**config.mk**
```make
export PLATFORM = sky130hd
export DESIGN_NAME = ram_rd_fft_ctrl
export DESIGN_NICKNAME = d
export VERILOG_FILES = /design/src/rtl/ram_rd_pkg.sv /design/src/rtl/fft_skid_buf.sv /design/src/rtl/ram_rd_fft_ctrl.sv
export SDC_FILE = /design/constraint.sdc
export NUM_CORES = 1
export LEC_CHECK = 0
export BUFFER_PORTS_ARGS = -buffer_cell sky130_fd_sc_hd__buf_4
export CORE_ASPECT_RATIO = 1.75
export CORE_UTILIZATION = 50
export DETAILED_ROUTE_END_ITERATION = 8
export MAX_ROUTING_LAYER = met4
export PLACE_DENSITY_LB_ADDON = 0.12
export SLEW_MARGIN = 10
export SYNTH_ARGS = -nofsm -noshare
export SYNTH_HDL_FRONTEND = slang
export SYNTH_HIERARCHICAL = 1
export SYNTH_SLANG_ARGS = --single-unit
```
**constraint.sdc**
```tcl
create_clock -name clk -period 8.11 [get_ports clk]
set_input_delay 0.4055 -clock clk [delete_from_list [all_inputs] [get_ports clk]]
set_output_delay 0.4055 -clock clk [all_outputs]
set_load 0.01 [all_outputs]
```
**src/rtl/ram_rd_pkg.sv**
```systemverilog
// ram_rd_pkg: shared types and constants for the RAM-to-FFT read controller.
// Optional behaviour in the top level is selected with RAM_RD_CTRL_REPEAT_EN.
package ram_rd_pkg;

   // Controller states; also driven out on the debug state port.
   typedef enum logic [1:0] {
      IDLE  = 2'd0,
      RUN   = 2'd1,
      DRAIN = 2'd2
   } rd_state_t;

   // RAM read latency in cycles (ram_dout valid one cycle after rd_en).
   localparam int RD_LAT     = 1;

   // Output buffer depth; the read credit logic never lets more than this
   // many samples be buffered or in flight at once.
   localparam int SKID_DEPTH = 2;

   // Channel tag width: at least one bit even for a single channel.
   function automatic int ch_width(input int nch);
      return (nch > 1) ? $clog2(nch) : 1;
   endfunction

endpackage

```
**src/rtl/fft_skid_buf.sv**
```systemverilog
// fft_skid_buf: 2-entry show-ahead FIFO of {data, last, ch} that absorbs FFT
// backpressure. The head entry is always presented on the out_* ports, so it
// stays stable until it is popped. The caller guarantees no push when full
// and no pop when empty.
module fft_skid_buf
   import ram_rd_pkg::*;
#(
   parameter int DATA_W = 16,
   parameter int CH_W   = 1
) (
   input  logic              clk,
   input  logic              rst_n,
   input  logic              push,
   input  logic [DATA_W-1:0] push_data,
   input  logic              push_last,
   input  logic [CH_W-1:0]   push_ch,
   input  logic              pop,
   output logic [1:0]        fill,
   output logic              out_valid,
   output logic [DATA_W-1:0] out_data,
   output logic              out_last,
   output logic [CH_W-1:0]   out_ch
);

   // Two entries, so single-bit read/write pointers toggle on each use.
   logic [DATA_W-1:0] data_mem [SKID_DEPTH];
   logic              last_mem [SKID_DEPTH];
   logic [CH_W-1:0]   ch_mem   [SKID_DEPTH];
   logic              wr_ptr;
   logic              rd_ptr;
   logic [1:0]        count;

   // Storage and pointer update; entries are cleared on reset so the
   // show-ahead outputs come up as zero.
   always_ff @(posedge clk or negedge rst_n) begin
      if (!rst_n) begin
         for (int i = 0; i < SKID_DEPTH; i++) begin
            data_mem[i] <= '0;
            last_mem[i] <= 1'b0;
            ch_mem[i]   <= '0;
         end
         wr_ptr <= 1'b0;
         rd_ptr <= 1'b0;
      end else begin
         if (push) begin
            data_mem[wr_ptr] <= push_data;
            last_mem[wr_ptr] <= push_last;
            ch_mem[wr_ptr]   <= push_ch;
            wr_ptr           <= ~wr_ptr;
         end
         if (pop) begin
            rd_ptr <= ~rd_ptr;
         end
      end
   end

   // Occupancy count; simultaneous push and pop leaves it unchanged.
   always_ff @(posedge clk or negedge rst_n) begin
      if (!rst_n) begin
         count <= 2'd0;
      end else begin
         case ({push, pop})
            2'b10:   count <= count + 2'd1;
            2'b01:   count <= count - 2'd1;
            default: count <= count;
         endcase
      end
   end

   assign fill      = count;
   assign out_valid = (count != 2'd0);
   assign out_data  = data_mem[rd_ptr];
   assign out_last  = last_mem[rd_ptr];
   assign out_ch    = ch_mem[rd_ptr];

endmodule

```
**src/rtl/ram_rd_fft_ctrl.sv**
```systemverilog
// ram_rd_fft_ctrl: reads NCH channel frames of DEPTH samples from the capture
// RAM (channel-major) and streams them to the FFT with per-frame last and
// channel tags. Define RAM_RD_CTRL_REPEAT_EN to let a held-high start chain
// passes back-to-back without returning to IDLE.
//
// Stream handshake (fft_valid/fft_ready): a beat transfers on every rising
// clock edge where both are high. Once fft_valid is high it stays high, and
// fft_data/fft_last/fft_ch stay unchanged, until that beat transfers.
// fft_valid never depends combinationally on fft_ready.
module ram_rd_fft_ctrl
   import ram_rd_pkg::*;
#(
   parameter int DEPTH  = 4096,
   parameter int NCH    = 1,
   parameter int DATA_W = 16,
   parameter int ADDR_W = $clog2(DEPTH),
   parameter int CH_W   = ch_width(NCH)
) (
   input  logic              clk,
   input  logic              rst_n,
   input  logic              start,
   output logic              rd_en,
   output logic [ADDR_W-1:0] rd_addr,
   output logic [CH_W-1:0]   rd_ch,
   input  logic [DATA_W-1:0] ram_dout,
   output logic              fft_valid,
   input  logic              fft_ready,
   output logic [DATA_W-1:0] fft_data,
   output logic              fft_last,
   output logic [CH_W-1:0]   fft_ch,
   output logic              busy,
   output logic              done,
   output logic [1:0]        dbg_state
);

   localparam logic [ADDR_W-1:0] ADDR_LAST = ADDR_W'(DEPTH - 1);
   localparam logic [CH_W-1:0]   CH_LAST   = CH_W'(NCH - 1);

   rd_state_t         state_q;
   rd_state_t         state_d;
   logic              start_d;
   logic              start_rise;
   logic              inflight_q;
   logic              tag_last_q;
   logic [CH_W-1:0]   tag_ch_q;
   logic              done_q;
   logic              pop;
   logic [1:0]        fill;
   logic [2:0]        occ;
   logic              issue_last;
   logic              final_pop;

   assign start_rise = start & ~start_d;
   assign pop        = fft_valid & fft_ready;

   // Projected buffer occupancy one cycle ahead: what is stored, plus the
   // read already in flight from the RAM, minus the beat leaving now. A new
   // read is only issued while this leaves room for its data.
   assign occ   = {1'b0, fill} + {2'b00, inflight_q} - {2'b00, pop};
   assign rd_en = (state_q == RUN) && (occ < 3'(SKID_DEPTH));

   assign issue_last = rd_en && (rd_addr == ADDR_LAST) && (rd_ch == CH_LAST);
   assign final_pop  = pop && fft_last && (fft_ch == CH_LAST);

   // Start edge detector register.
   always_ff @(posedge clk or negedge rst_n) begin
      if (!rst_n) begin
         start_d <= 1'b0;
      end else begin
         start_d <= start;
      end
   end

   // FSM state register.
   always_ff @(posedge clk or negedge rst_n) begin
      if (!rst_n) begin
         state_q <= IDLE;
      end else begin
         state_q <= state_d;
      end
   end

   // FSM next state: IDLE waits for a start edge, RUN issues reads until
   // the last address of the last channel, DRAIN waits for that sample to
   // leave the buffer.
   always_comb begin
      state_d = state_q;
      case (state_q)
         IDLE: begin
            if (start_rise) begin
               state_d = RUN;
            end
         end
         RUN: begin
            if (issue_last) begin
`ifdef RAM_RD_CTRL_REPEAT_EN
               // Start still high: chain straight into the next pass.
               if (!start) begin
                  state_d = DRAIN;
               end
`else
               state_d = DRAIN;
`endif
            end
         end
         DRAIN: begin
            if (final_pop) begin
               state_d = IDLE;
            end
         end
         default: state_d = IDLE;
      endcase
   end

   // Address/channel counters: cleared on a new pass, advanced per issued
   // read, wrapping the address into the next channel and the channel back
   // to zero after the last one (which also seeds a chained pass).
   always_ff @(posedge clk or negedge rst_n) begin
      if (!rst_n) begin
         rd_addr <= '0;
         rd_ch   <= '0;
      end else if ((state_q == IDLE) && start_rise) begin
         rd_addr <= '0;
         rd_ch   <= '0;
      end else if (rd_en) begin
         if (rd_addr == ADDR_LAST) begin
            rd_addr <= '0;
            rd_ch   <= (rd_ch == CH_LAST) ? '0 : rd_ch + CH_W'(1);
         end else begin
            rd_addr <= rd_addr + ADDR_W'(1);
         end
      end
   end

   // Read pipeline: remembers that a read is in flight and the tags of that
   // read so they can be attached to ram_dout when it arrives.
   always_ff @(posedge clk or negedge rst_n) begin
      if (!rst_n) begin
         inflight_q <= 1'b0;
         tag_last_q <= 1'b0;
         tag_ch_q   <= '0;
      end else begin
         inflight_q <= rd_en;
         tag_last_q <= (rd_addr == ADDR_LAST);
         tag_ch_q   <= rd_ch;
      end
   end

   // Pass completion pulse, one cycle after the final beat is accepted.
   always_ff @(posedge clk or negedge rst_n) begin
      if (!rst_n) begin
         done_q <= 1'b0;
      end else begin
         done_q <= final_pop;
      end
   end

   fft_skid_buf #(
      .DATA_W (DATA_W),
      .CH_W   (CH_W)
   ) u_skid (
      .clk       (clk),
      .rst_n     (rst_n),
      .push      (inflight_q),
      .push_data (ram_dout),
      .push_last (tag_last_q),
      .push_ch   (tag_ch_q),
      .pop       (pop),
      .fill      (fill),
      .out_valid (fft_valid),
      .out_data  (fft_data),
      .out_last  (fft_last),
      .out_ch    (fft_ch)
   );

   assign busy      = (state_q != IDLE);
   assign done      = done_q;
   assign dbg_state = state_q;

endmodule
```
# Yosys cells after proc, flatten, opt, wreduce, memory -nomap -nowiden
# Index checks and enable logic that the tools add are counted.
# Widths: inputs -> output; s select.
dict set report totals {
  output_inout_bits 37
  ff_bits 60
  input_bits 20
}
dict set report op_classes {
  eq_ne 8
  bitwise 9
  muxes 28
  n_reduce_logical 15
  addsub 6
  n_lt_le_gt_ge 4
}
# op n
set op_table {}
lappend op_table {{$mux 16} 4}
lappend op_table {{$mux 12} 3}
lappend op_table {{$bwmux 32} 1}
lappend op_table {{$demux 16 s1} 1}
lappend op_table {{$add 12x1->12 const B} 1}
lappend op_table {{$eq 12x12->1 const B} 1}
lappend op_table {{$mux 1} 11}
lappend op_table {{$reduce_bool 2->1} 5}
lappend op_table {{$logic_and 1x1->1} 7}
lappend op_table {{$mux 2} 3}
lappend op_table {{$ne 2x2->1 const B} 3}
lappend op_table {{$pmux 2 s3} 1}
lappend op_table {{$not 1->1} 5}
lappend op_table {{$bwmux 2} 2}
lappend op_table {{$eq 2x1->1 const B} 2}
lappend op_table {{$eq 2x2->1 const B} 2}
lappend op_table {{$ge 2x2->1 const B} 2}
lappend op_table {{$not 1->2} 2}
lappend op_table {{$pmux 2 s2} 1}
lappend op_table {{$add 2x1->3} 1}
lappend op_table {{$lt 3x2->1 const B} 1}
lappend op_table {{$reduce_and 3->1} 1}
lappend op_table {{$sub 3x1->3} 1}
lappend op_table {{$add 2x1->2 const B} 1}
lappend op_table {{7 further kinds} 8}

# Longest topological paths before layout
dict set report logic_depth {
  word_depth 9
  depth_mapped 10
  ltp_nobuf 10
}

# Hierarchy
# Netlist, hierarchy kept.
# module seq_area_each_um2 area_per_inst_um2 n_inst cells_per_inst
set by_module_without_submodules {}
lappend by_module_without_submodules {fft_skid_buf 1001.0 1732.9 1 109}
lappend by_module_without_submodules {ram_rd_fft_ctrl 450.4 953.4 1 96}

# Worst setup path before layout
# Ideal clock, no wire load.
dict set report synth_timing {
  kind {register to register}
  start {register u_skid.count[0] (netlist: u_skid/fill[0])}
  end {register rd_addr[7]}
  slack_ns 5.434
  path_stages_with_launch 11
  setup_ns 0.099
  t_required_ns 8.011
  arrival_ns 2.576
  n_path_buf 0
  path_cell_list {dfrtp_1 -> or2_2 -> nand2_1 -> and2_1 -> o21ai_0 -> fa_1 -> nand3b_1 -> or2_2 -> inv_1 -> a41oi_1 -> a311oi_1}
}
dict set report synth_between {
  elab_chain_cells 6
  elab_cells_between_ends 7
  cone_classes {2 x add/sub; 1 x order compare; 1 x bitwise; 3 x reduce/logical}
}
# element line_no
set synth_lines {}
lappend synth_lines {{from (decl)} fft_skid_buf.sv:31} ;# logic [1:0] count;
lappend synth_lines {{from (signal assigned)} fft_skid_buf.sv:63} ;# 2'b10: count <= count + 2'd1;
lappend synth_lines {{from (signal assigned)} fft_skid_buf.sv:64} ;# 2'b01: count <= count - 2'd1;
lappend synth_lines {{from (signal assigned)} fft_skid_buf.sv:65} ;# default: count <= count;
lappend synth_lines {{$reduce_bool 2->1} fft_skid_buf.sv:71} ;# assign out_valid = (count != 2'd0);
lappend synth_lines {{named net fft_valid} ram_rd_fft_ctrl.sv:26} ;# output logic fft_valid,
lappend synth_lines {{$and 1x1->1} ram_rd_fft_ctrl.sv:54} ;# assign pop = fft_valid & fft_ready;
lappend synth_lines {{$sub 3x1->3} ram_rd_fft_ctrl.sv:59} ;# assign occ = {1'b0, fill} + {2'b00, inflight_q} - {2'b00, pop};
lappend synth_lines {{$lt 3x2->1} ram_rd_fft_ctrl.sv:60} ;# assign rd_en = (state_q == RUN) && (occ < 3'(SKID_DEPTH));
lappend synth_lines {{$logic_and 1x1->1} ram_rd_fft_ctrl.sv:60}
lappend synth_lines {{named net rd_en} ram_rd_fft_ctrl.sv:22} ;# output logic rd_en,
lappend synth_lines {{$reduce_bool 2->1 (no source line)} --}
lappend synth_lines {{to (signal assigned)} ram_rd_fft_ctrl.sv:130} ;# rd_addr <= rd_addr + ADDR_W'(1);
lappend synth_lines {{to (decl)} ram_rd_fft_ctrl.sv:23} ;# output logic [ADDR_W-1:0] rd_addr,
# The timed path passes the listed nets, and every way through them passes these cells.
# A chain may end at the register's enable or synchronous reset.

# Final worst setup path
dict set report layout_timing {
  start {register u_skid.count[0] (netlist: u_skid/fill[0])}
  end {output port rd_en}
}
dict set report layout_between {
  elab_chain_cells 5
  elab_cells_between_ends 6
  cone_classes {2 x add/sub; 1 x order compare; 1 x bitwise; 2 x reduce/logical}
}
# element line_no
set layout_lines {}
lappend layout_lines {{branches (longest 2 deep; another with $add 2x1->3)} --}
lappend layout_lines {{$sub 3x1->3 *} ram_rd_fft_ctrl.sv:59}
lappend layout_lines {{$lt 3x2->1 *} ram_rd_fft_ctrl.sv:60}
lappend layout_lines {{$logic_and 1x1->1 *} ram_rd_fft_ctrl.sv:60}
lappend layout_lines {{to (decl)} ram_rd_fft_ctrl.sv:22}
# Every way passes the cells marked *.

==> results by group <==
STA
  – Fin crit period: 3220 ps
  – Slew Viols, Final: 0
  – Fin Setup TNS: 0 ps
  – Fmax: 0.310 GHz
  – Tightest Pin Transition: 864 ps
  – Slew HR: 42.4%
  – Fin crit share: 39.8%
  – Clock Skews: 4.29 ps
  – Final hold viol count: 0
  – Unrepaired setup endpoints after global routing: false
  – Setup violators final: 0

Clock network
  – Gates resized, CTS repair: 0
  – H-Tree Depth: 3
  – Root Buffer: clkbuf_8
  – Post-CTS setup buffer count: 0
  – Max Root-Sink Buffers: 2
  – Hold Buf Count CTS: 0
  – Clk_lat worst skew: 320 ps
  – Clock Sinks: 58
  – CTS tree: yes
  – Num CTS Buffers: 9
  – Clk slew on worst S/H paths: 70 ps

Cells and area
  – Fin cells: 327
  – Layout cell share with drive strength beyond 1: 48.5%
  – P&R area growth vs syn: 22.5%
  – Nets: 291
  – Final Cell Area: 0.00329 mm2
  – Antenna Cells: 0

Job
  – # Max-Cap Violations: 0

Drt
  – Initial DRC count: 36
  – Residual DRC count: 3
  – Vias: 1866
  – Drt pass-1 iters: 6
  – Wire per inst: 15.9 um
  – DRT Wirelength: 5.21 mm
  – Vias per cell: 5.71
  – Routed Antenna Nets: 0

GRT
  – Initial antenna violation count: 0
  – Vias in the first global route: 1866
  – First-pass GRT wire length: 8.67 mm
  – Global route overflow: 0
  – Largest net degree at the start of global routing: 59
  – GRT Util Overall: 20.7%

Floorplanning
  – Die height: 99.0 um
  – Initial Util: 51.5%
  – Die area: 0.00568 mm2
  – # IOs: 57
  – Rows: 35
  – Die extent in x: 57.4 um
  – Core Footprint: 0.00521 mm2

Placement
  – Placed Cells: 312
  – DP Area: 0.00313 mm2
  – Port bufs: 55
  – Routability congestion estimate: 0.779
  – Final HPWL DP: 3.64 mm

Logic synthesis
  – Synth Warn #: 6
  – Netlist cell types: 42
  – Cell accounting for the most synthesized area: dfrtp_1
  – Post-synthesis sequential area ratio: 54.0%
  – Synth top area share: 54.0%
  – Mapped cell area: 0.00269 mm2
  – Yosys reg bits: 58
  – Synth area leaders: dfrtp_1, mux2_2, o21ai_0
  – Post-synth ARST share: 100%
  – Synth Flop Type: dfrtp_1
  – Avg Cell Area, Syn: 13.1 um2
  – Number of synthesized flops with an enable pin: 0
  – Synth Instances: 205

Worst setup path
  – Required time of the critical path: 7700 ps
  – CP Capture Type: output pin
  – Critical path data arrival time: 2820 ps
  – Setup slack, reg-to-reg: 5210 ps
  – Crit-path max FO: 5
  – Critical path class: reg -> out
  – Startpoint types: register

Outcome
  – Failing checks: DRC
  – Status: finished with violations

Power and ir drop
  – Final Power: 1.26 mW
  – Peak VDD IR: 234 uV
  – P_leak: 1.48 nW
  – Power per Cell Area: 383 mW/mm2

Min path
  – Worst Hold Class: in -> async
-- flip-flops by register name, indices dropped and copies added (netlist names) --
name	flops
u_skid/data_mem	32
rd_addr	12
done	1
u_skid/ch_mem	2
inflight_q	1
u_skid/wr_ptr	1
tag_last_q	1
start_d	1
dbg_state	2
u_skid/rd_ptr	1
u_skid/fill	2
u_skid/last_mem	2
-- through the flow --
step           utilization, %  hold slack [ps]  setup WS (ps)
2_1_floorplan               -              110           5430
3_3_place_gp             60.1              470           5290
3_5_place_dp             60.1              471           5230
4_1_cts                  63.1              157           4870
5_1_grt                  63.1              187           4690
6_report                 63.1              133           4890
-- where the power goes --
part	internal [mW]	switching (mW)	total [mW]
Sequential	0.402	0.0918	0.494
Combinational	0.315	0.236	0.551
Clock	0.107	0.110	0.217
-- Yosys cell counts (3+ instances only) --
cell type	instances
dfrtp_1	58
mux2_2	53
o21ai_0	11
nor2_1	7
nand2_1	5
xnor2_1	5
a21oi_1	4
inv_1	4
nand4_1	4
or2_2	4
or3_1	4
xor2_1	4
a22o_1	3
nand3_1	3
-- layout by cell type (no fill, tap or decap), drive strengths merged --
cell type and count:
dfrtp 58, and4 2, mux2 54, and2 2, a22o 3, or3 4, or4b 1, clkbuf 9
or4 1, nand3 3, o32ai 1, nor3b 2, a21oi 4, a41oi 1, and3 1, clkinv 4
nand4 4, nor4b 1, inv 5, ha 2, conb 3, o211ai 1, o31ai 2, xor2 4
nand3b 1, nand2 6, o21ai 11, nor4 2, nor2b 2, o21a 1, a311oi 1, buf 55
nor2 8, nor3 1, xnor2 5, or2 4, fa 1, clkinvlp 2
-- path summary, 6_finish.rpt --
| kind | to | cells past startpoint | startpoint |
|---|---|---|---|
| setup / recovery | rd_en | 9 | u_skid/fill[0]$_DFFE_PN0P_ |
| hold / removal | u_skid/data_mem[1]$_DFFE_PN0P_ | 1 | rst_n |
| setup reg to reg | rd_addr[0]$_DFFE_PN0P_ | 9 | u_skid/fill[0]$_DFFE_PN0P_ |
| hold reg to reg | u_skid/data_mem[26]$_DFFE_PN0P_ | 1 | u_skid/data_mem[26]$_DFFE_PN0P_ |
| max in group asynchronous | rd_addr[2]$_DFFE_PN0P_ | 1 | rst_n |
| min in group clk | start_d$_DFF_PN0_ | 1 | start |
-- per-layer routing --
layer / up-vias / wire (um) / global-route usage, %
met5: - / 0 / -
met4: 0 / 107 / 8.07
met3: 13 / 245 / 5.91
met2: 58 / 2880 / 35.1
met1: 929 / 1980 / 22.3
li1: 866 / - / -
-- logic make-up after synthesis --
family | Yosys count | synth area share [%]
AOI/OAI and AO/OA | 25 | 6.15
xor gates and xnor gates | 9 | 2.93
adders and majority gates | 3 | 1.68
buffers and inverters | 10 | 2.33
DFF | 58 | 54.0
muxes | 54 | 22.6
other | 1 | 0.140
and+or+nand+nor | 45 | 10.1
-- final cells by class --
| class | instances | area, um2 |
|---|---|---|
| Tap cell | 55 | 68.8 |
| Sequential cell | 58 | 1450 |
| Multi-Input combinational cell | 139 | 1180 |
| Clock buffer | 9 | 124 |
| Timing Repair Buffer | 55 | 413 |
| Inverter | 5 | 18.8 |
| Clock inverter | 6 | 35.0 |
| Fill cell | 445 | 1920 |
-- worst max-delay path, cell delays in order, from the launching register on --
cell	delay, ps
dfrtp_1	430
or2_2	320
nand2_1	120
and2_1	140
o21ai_0	100
fa_1	530
nand3b_1	160
or2_2	360
inv_1	180
buf_4	160
No activity file was read; power rests on OpenSTA's default activity.
